File: src/rtl/b3_serial_incrementer.sv
// Serial base-3 incrementer: one half-adder digit cell is time-shared across an
// N-digit base-3 register, walking from the LSB towards the MSB one digit per
// cycle and stopping as soon as the carry dies.
//
// Ports:
//   clock       system clock, rising edge
//   reset_      synchronous active-low reset
//   load        load request (IDLE only); wins over start
//   load_value  digits to load, digit i = load_value[2i+1:2i]; 2'b11 loads as 0
//   start       begin one increment (IDLE only)
//   inc         addend (0/1), sampled with start
//   value       stored number, digit 0 = LSB
//   busy        high while digits are being updated
//   done        one-cycle pulse after the last digit update
//   overflow    carry out of the top digit on the last increment (sticky)
//   err         last load carried an invalid digit (sticky)
module b3_serial_incrementer #(
  parameter int unsigned N = 4
) (
  input  logic           clock,
  input  logic           reset_,
  input  logic           load,
  input  logic [2*N-1:0] load_value,
  input  logic           start,
  input  logic           inc,
  output logic [2*N-1:0] value,
  output logic           busy,
  output logic           done,
  output logic           overflow,
  output logic           err
);

  localparam int unsigned IdxW = (N > 1) ? $clog2(N) : 1;
  localparam logic [IdxW-1:0] LastIdx = IdxW'(N - 1);

  typedef enum logic [1:0] {StIdle, StAdd, StDone} state_e;

  state_e          state_q, state_d;
  logic [2*N-1:0]  value_q, value_d;
  logic [IdxW-1:0] index_q, index_d;
  logic            carry_q, carry_d;
  logic            overflow_q, overflow_d;
  logic            err_q, err_d;

  logic [1:0]      cur_digit;
  logic [1:0]      cell_sum;
  logic            cell_cout;
  logic [2*N-1:0]  load_clean;
  logic            load_bad;

  // Shared digit cell: select the digit under the cursor and add the carry.
  always_comb begin
    cur_digit = 2'b00;
    for (int unsigned i = 0; i < N; i++) begin
      if (index_q == IdxW'(i)) cur_digit = value_q[2*i +: 2];
    end
    cell_cout = (cur_digit == 2'd2) && carry_q;
    cell_sum  = cur_digit;
    if (carry_q) begin
      unique case (cur_digit)
        2'd0:    cell_sum = 2'd1;
        2'd1:    cell_sum = 2'd2;
        default: cell_sum = 2'd0;
      endcase
    end
  end

  // Invalid 11 digits are never stored; they are flagged and replaced with 0.
  always_comb begin
    load_clean = load_value;
    load_bad   = 1'b0;
    for (int unsigned i = 0; i < N; i++) begin
      if (load_value[2*i +: 2] == 2'b11) begin
        load_clean[2*i +: 2] = 2'b00;
        load_bad             = 1'b1;
      end
    end
  end

  always_comb begin
    state_d    = state_q;
    value_d    = value_q;
    index_d    = index_q;
    carry_d    = carry_q;
    overflow_d = overflow_q;
    err_d      = err_q;
    unique case (state_q)
      StIdle: begin
        if (load) begin
          value_d    = load_clean;
          err_d      = load_bad;
          overflow_d = 1'b0;
        end else if (start) begin
          carry_d    = inc;
          index_d    = '0;
          overflow_d = 1'b0;
          state_d    = StAdd;
        end
      end
      StAdd: begin
        for (int unsigned i = 0; i < N; i++) begin
          if (index_q == IdxW'(i)) value_d[2*i +: 2] = cell_sum;
        end
        carry_d = cell_cout;
        if (!cell_cout || index_q == LastIdx) begin
          overflow_d = cell_cout;
          state_d    = StDone;
        end else begin
          index_d = index_q + 1'b1;
        end
      end
      StDone:  state_d = StIdle;
      default: state_d = StIdle;
    endcase
  end

  always_ff @(posedge clock) begin
    if (!reset_) begin
      state_q    <= StIdle;
      value_q    <= '0;
      index_q    <= '0;
      carry_q    <= 1'b0;
      overflow_q <= 1'b0;
      err_q      <= 1'b0;
    end else begin
      state_q    <= state_d;
      value_q    <= value_d;
      index_q    <= index_d;
      carry_q    <= carry_d;
      overflow_q <= overflow_d;
      err_q      <= err_d;
    end
  end

  assign value    = value_q;
  assign busy     = (state_q == StAdd);
  assign done     = (state_q == StDone);
  assign overflow = overflow_q;
  assign err      = err_q;

endmodule

File: config.mk
export PLATFORM = sky130hd
export DESIGN_NAME = b3_serial_incrementer
export DESIGN_NICKNAME = d
export VERILOG_FILES = /design/src/rtl/b3_serial_incrementer.sv
export SDC_FILE = /design/constraint.sdc
export NUM_CORES = 1
export LEC_CHECK = 0
export CAP_MARGIN = 10
export CELL_PAD_IN_SITES_DETAIL_PLACEMENT = 0
export CELL_PAD_IN_SITES_GLOBAL_PLACEMENT = 1
export CORE_MARGIN = 2
export CORE_UTILIZATION = 35
export CTS_CLUSTER_SIZE = 20
export DETAILED_ROUTE_END_ITERATION = 10
export HOLD_SLACK_MARGIN = 0.03
export PLACE_DENSITY_LB_ADDON = 0.1
export SLEW_MARGIN = 20
export SYNTH_ARGS = -nofsm -noshare
export SYNTH_HDL_FRONTEND = slang
export SYNTH_SLANG_ARGS = --single-unit
File: constraint.sdc
create_clock -name clock -period 4.2 [get_ports clock]
set_input_delay 0.42 -clock clock [delete_from_list [all_inputs] [get_ports clock]]
set_output_delay 0.42 -clock clock [all_outputs]
set_load 0.1 [all_outputs]
* Word-level counts from Yosys, hierarchy flattened
Cells that the tools add are included.
** Storage, ports and cells
- Register bits :: 15
- Bits of input ports :: 13
- Output and inout port bits :: 12
- Word-level logic and storage cells :: 82
** Cells by class
- Add/sub/neg operators :: 1
- Equal/unequal tests :: 21
- Muxes and demuxes :: 35
- Reduce and logical (&&, ||, !) cells :: 16
** Operator list (count)
- 2-to-1 mux 2 bit :: 19
- AND reduction 3 bit :: 7
- equality test 2 bit (second input constant) :: 8
- case mux 8 bit (2 select lines) :: 1
- case mux 2 bit (2 select lines) :: 3
- != test 2 x 1 -> 1 bit (second input constant) :: 5
- 2-to-1 mux 1 bit :: 9
- 2-to-1 mux 8 bit :: 1
- != test 2 bit (second input constant) :: 4
- equality test 2 x 1 -> 1 bit (second input constant) :: 3
- logical NOT 2 bit :: 3
- case mux 1 bit (2 select lines) :: 2
- AND reduction 4 bit :: 1
- != test 3 bit (second input constant) :: 1
- adder 2 x 1 -> 2 bit (second input constant) :: 1
- AND reduction 2 bit :: 1
- nonzero test 2 bit :: 1
- logical AND 1 bit :: 1
- logical NOT 1 bit :: 1
- logical OR 1 bit :: 1

* Logic depth before layout (Yosys ltp)
- Depth after elaboration :: 11
- Depth in mapped cells :: 6
- Mapped depth without buffers :: 6

* Worst setup path after synthesis
OpenSTA, ideal clock, no wires.
- Path kind :: flip-flop to output port
- Start :: register state_q[1]
- End :: output port done
- Data arrival time :: 2197 ps
- Data required time :: 3780 ps
- Slack :: 1583 ps
- Stages on the path, launching flop included :: 4
- Path buffers :: 2
- Path through :: dfxtp_1 clkbuf_1 clkbuf_1 nor2b_1
** On the way
- Word-level cells in the longest chain between the ends :: 1
** RTL lines
- start, declared :: RTL line 38 : state_e state_q, state_d;
- start signal, assigned :: RTL line 119 : state_q <= StIdle;
- start signal, assigned :: RTL line 126 : state_q <= state_d;
- equality test 2 bit :: RTL line 137 : assign done = (state_q == StDone);
- end, declared :: RTL line 28 : output logic done,
Every way passes these cells.

* Worst setup path after layout
- Start :: register state_q[0]
- End :: output port busy
** On the way
- Word-level cells in the longest chain between the ends :: 1
** RTL lines
- equality test 2 x 1 -> 1 bit :: RTL line 136 : assign busy = (state_q == StAdd);
- end, declared :: RTL line 27 : output logic busy,
Every way passes these cells.

==> key figures <==
Timing
  – Post-layout minimum cycle time: approximately 2800 ps
  – Skew final: 11.1 ps
  – RSZ-0062 raised after global routing: no
  – Max Fclk: between 300 and 400 MHz
  – Final Hold Vio Count: 0
  – Max transition margin: 0.342
  – Worst slew pin tran: just under 1000 ps
  – Worst hold margin: about 530 ps
  – Final setup vio count: 0
  – Total negative slack: 0 ps
  – Final Max Tran Viols: 0
  – Tcrit/Tclk final: 0.658

Clock tree
  – Worst skew pair latency: 300 ps
  – Number of buffers created by CTS: 3
  – Postcts setup bufs: 0
  – TritonCTS clock tree: yes
  – CTS clk-pin slew, worst paths: 110 ps
  – Clk sinks: 15
  – CTS Buffer Depth: 2
  – Post-CTS Resized: 0
  – Root buffer cell: clkbuf_4
  – Hold buffer count at cts: 0
  – CTS H-tree depth: 1

Synth
  – Syn Inst Count: 127
  – Seq/Total Area, Yosys: 0.302
  – Synthesized area: 995 um2
  – Distinct cells, synth: 32
  – Synthesized area per cell: 7.83 um2
  – Syn nets: around 140
  – #FFs+latches synth: 15
  – Synth warn: 0

Final layout
  – Fillers: between 200 and 300
  – Fraction of layout cells with a size suffix above 1: 0.0738
  – Final nets: between 150 and 200
  – Antenna diodes: 0
  – Layout area overhead: 28.3%

Worst setup path
  – CP Class: flop to primary output
  – Crit path DAT: 2340 ps
  – Worst-path fanout max: 13
  – CP required: 3780 ps
  – Worst Setup Start Kind: flop
  – Crit end category: primary output

Detailed routing
  – Drc violations: 0
  – Vias/cell: 5.63
  – Average routed wire per standard cell: 15.5 um
  – Post-route ant nets: 0
  – Post-Route WL: 2780 um
  – Vias after detailed routing: 1014
  – DRT iter0 DRCs: 27
  – First-pass DRT Iterations: 4

Power and ir drop
  – P_leak: roughly 0.45 nW
  – Pwr dens: 300 nW/um2
  – Max IR drop VDD: 221 uV

Run
  – Max_cap viols: 0

Global route
  – Total GRT Usage: 0.189
  – Initial antenna violation count: 0
  – Global-route wire length before repair: slightly below 5000 um
  – Vias in the first global route: 1001
  – GRT overflow: 0
  – Pin count of the biggest net entering global routing: 18

Floorplan
  – Die W: 57.3 um
  – Die height: 57.3 um
  – Number of top-level pins: 25
  – Core box area: 2730 um2
  – Rows: 19
  – Initial core utilization: 0.364
  – Die area: 3280 um2

Placement
  – Global placement routability congestion: a little over 0.8
  – Hpwl dp: 2090 um
  – PortBufs: 24

Min path
  – Class of the worst hold path: flop to flop

Outcome
  – Status: finished, final reports clean
final cells by class:
cell class | count | area, um2 | area share
well taps | 31 | 38.8 | 0.0304
clock inverters | 1 | 5.00 | 0.00392
multi-input cells | 100 | 643 | 0.504
flip-flops and latches | 15 | 300 | 0.235
clock buffers | 3 | 22.5 | 0.0176
repair buffers | 25 | 248 | 0.194
inverters | 5 | 18.8 | 0.0147
registers in the layout (all words and copies together) (netlist names):
| signal | flops |
|---|---|
| overflow | 1 |
| value | 8 |
| err | 1 |
| state_q | 2 |
| index_q | 2 |
| carry_q | 1 |
cell families (layout without fill, tap and decap cells):
| family | after synthesis | count (layout) | share of synthesized area |
|---|---|---|---|
| AOI/OAI and AO/OA | 47 | 47 | 0.335 |
| buffers and inverters | 12 | 34 | 0.0516 |
| and+or+nand+nor | 49 | 49 | 0.262 |
| DFF | 15 | 15 | 0.302 |
| adders and majority gates | 4 | 4 | 0.0503 |
metal layers:
layer / wire (um) / up-vias / GRT usage
li1: - / 513 / -
met1: 1290 / 475 / 0.242
met2: 1350 / 20 / 0.322
met3: 87 / 6 / 0.0249
met4: 53 / 0 / 0.0764
met5: 0 / - / 0
worst paths after layout:
path	start	end	slack, ps	depth (start not counted)
min reg2reg	overflow	overflow	530	2
max reg2reg	index_q[0]	value[5]	2140	5
max	state_q[0]	busy	1440	3
min	overflow	overflow	530	2
per-stage QoR:
stage          area (um2)  power [mW]  utilization  std cells  setup WS, ps
3_3_place_gp         1250       0.296        0.457        176          1800
3_5_place_dp         1250       0.296        0.457        176          1770
5_1_grt              1280       0.402        0.467        180          1300
6_report             1280       0.383        0.467        180          1440
2_1_floorplan         995       0.257            -        127          1580
4_1_cts              1280       0.383        0.467        180          1440
Yosys cell counts:
library cell / n / share of area
nor3b_1: 9 / 0.068
and3_1: 1 / 0.0063
a221oi_1: 1 / 0.0088
nand2_1: 15 / 0.057
a22oi_1: 2 / 0.015
nand3_1: 1 / 0.0050
nor2b_1: 2 / 0.013
inv_1: 5 / 0.019
dfxtp_1: 15 / 0.30
a211oi_2: 1 / 0.013
a31oi_1: 11 / 0.069
o21ai_0: 11 / 0.055
clkbuf_1: 4 / 0.015
and2b_1: 1 / 0.0075
a21o_1: 4 / 0.030
nand4_1: 2 / 0.013
buf_4: 1 / 0.0075
nand4b_1: 1 / 0.0088
nand3b_1: 2 / 0.015
a21o_2: 2 / 0.018
a2111oi_4: 1 / 0.028
a221o_1: 1 / 0.010
ha_1: 4 / 0.050
a211oi_1: 3 / 0.023
nand2b_1: 2 / 0.013
or3b_2: 1 / 0.0088
nor2_1: 10 / 0.038
a211o_1: 2 / 0.018
buf_2: 2 / 0.010
a31oi_2: 1 / 0.013
nor3_1: 2 / 0.010
a21oi_1: 7 / 0.035
layout by cell type (no fill, tap or decap), types with 2 or more instances in the layout:
cell type	n
nor3b_1	9
clkbuf_4	3
nor2b_1	2
a22oi_1	2
dfxtp_1	15
a211oi_1	3
nand4_1	2
a31oi_1	11
a21oi_1	7
nor3_1	2
inv_1	5
nand3b_1	2
nor2_1	10
a21o_2	2
nand2b_1	2
nand2_1	15
a21o_1	4
a211o_1	2
ha_1	4
o21ai_0	11
clkdlybuf4s50_1	24
critical path: stages (launching register included):
cell,delay [ps]
dfxtp_1,520
nor2b_1,170
buf_4,200
clkdlybuf4s50_1,1160
power by group:
group	switching, mW	internal [mW]	leakage, nW
Combinational	0.0915	0.0411	0.309
Sequential	0.00902	0.151	0.123
Clock	0.0542	0.0354	0.0177
Total	0.155	0.228	0.450
(Power assumes the default switching activity.)
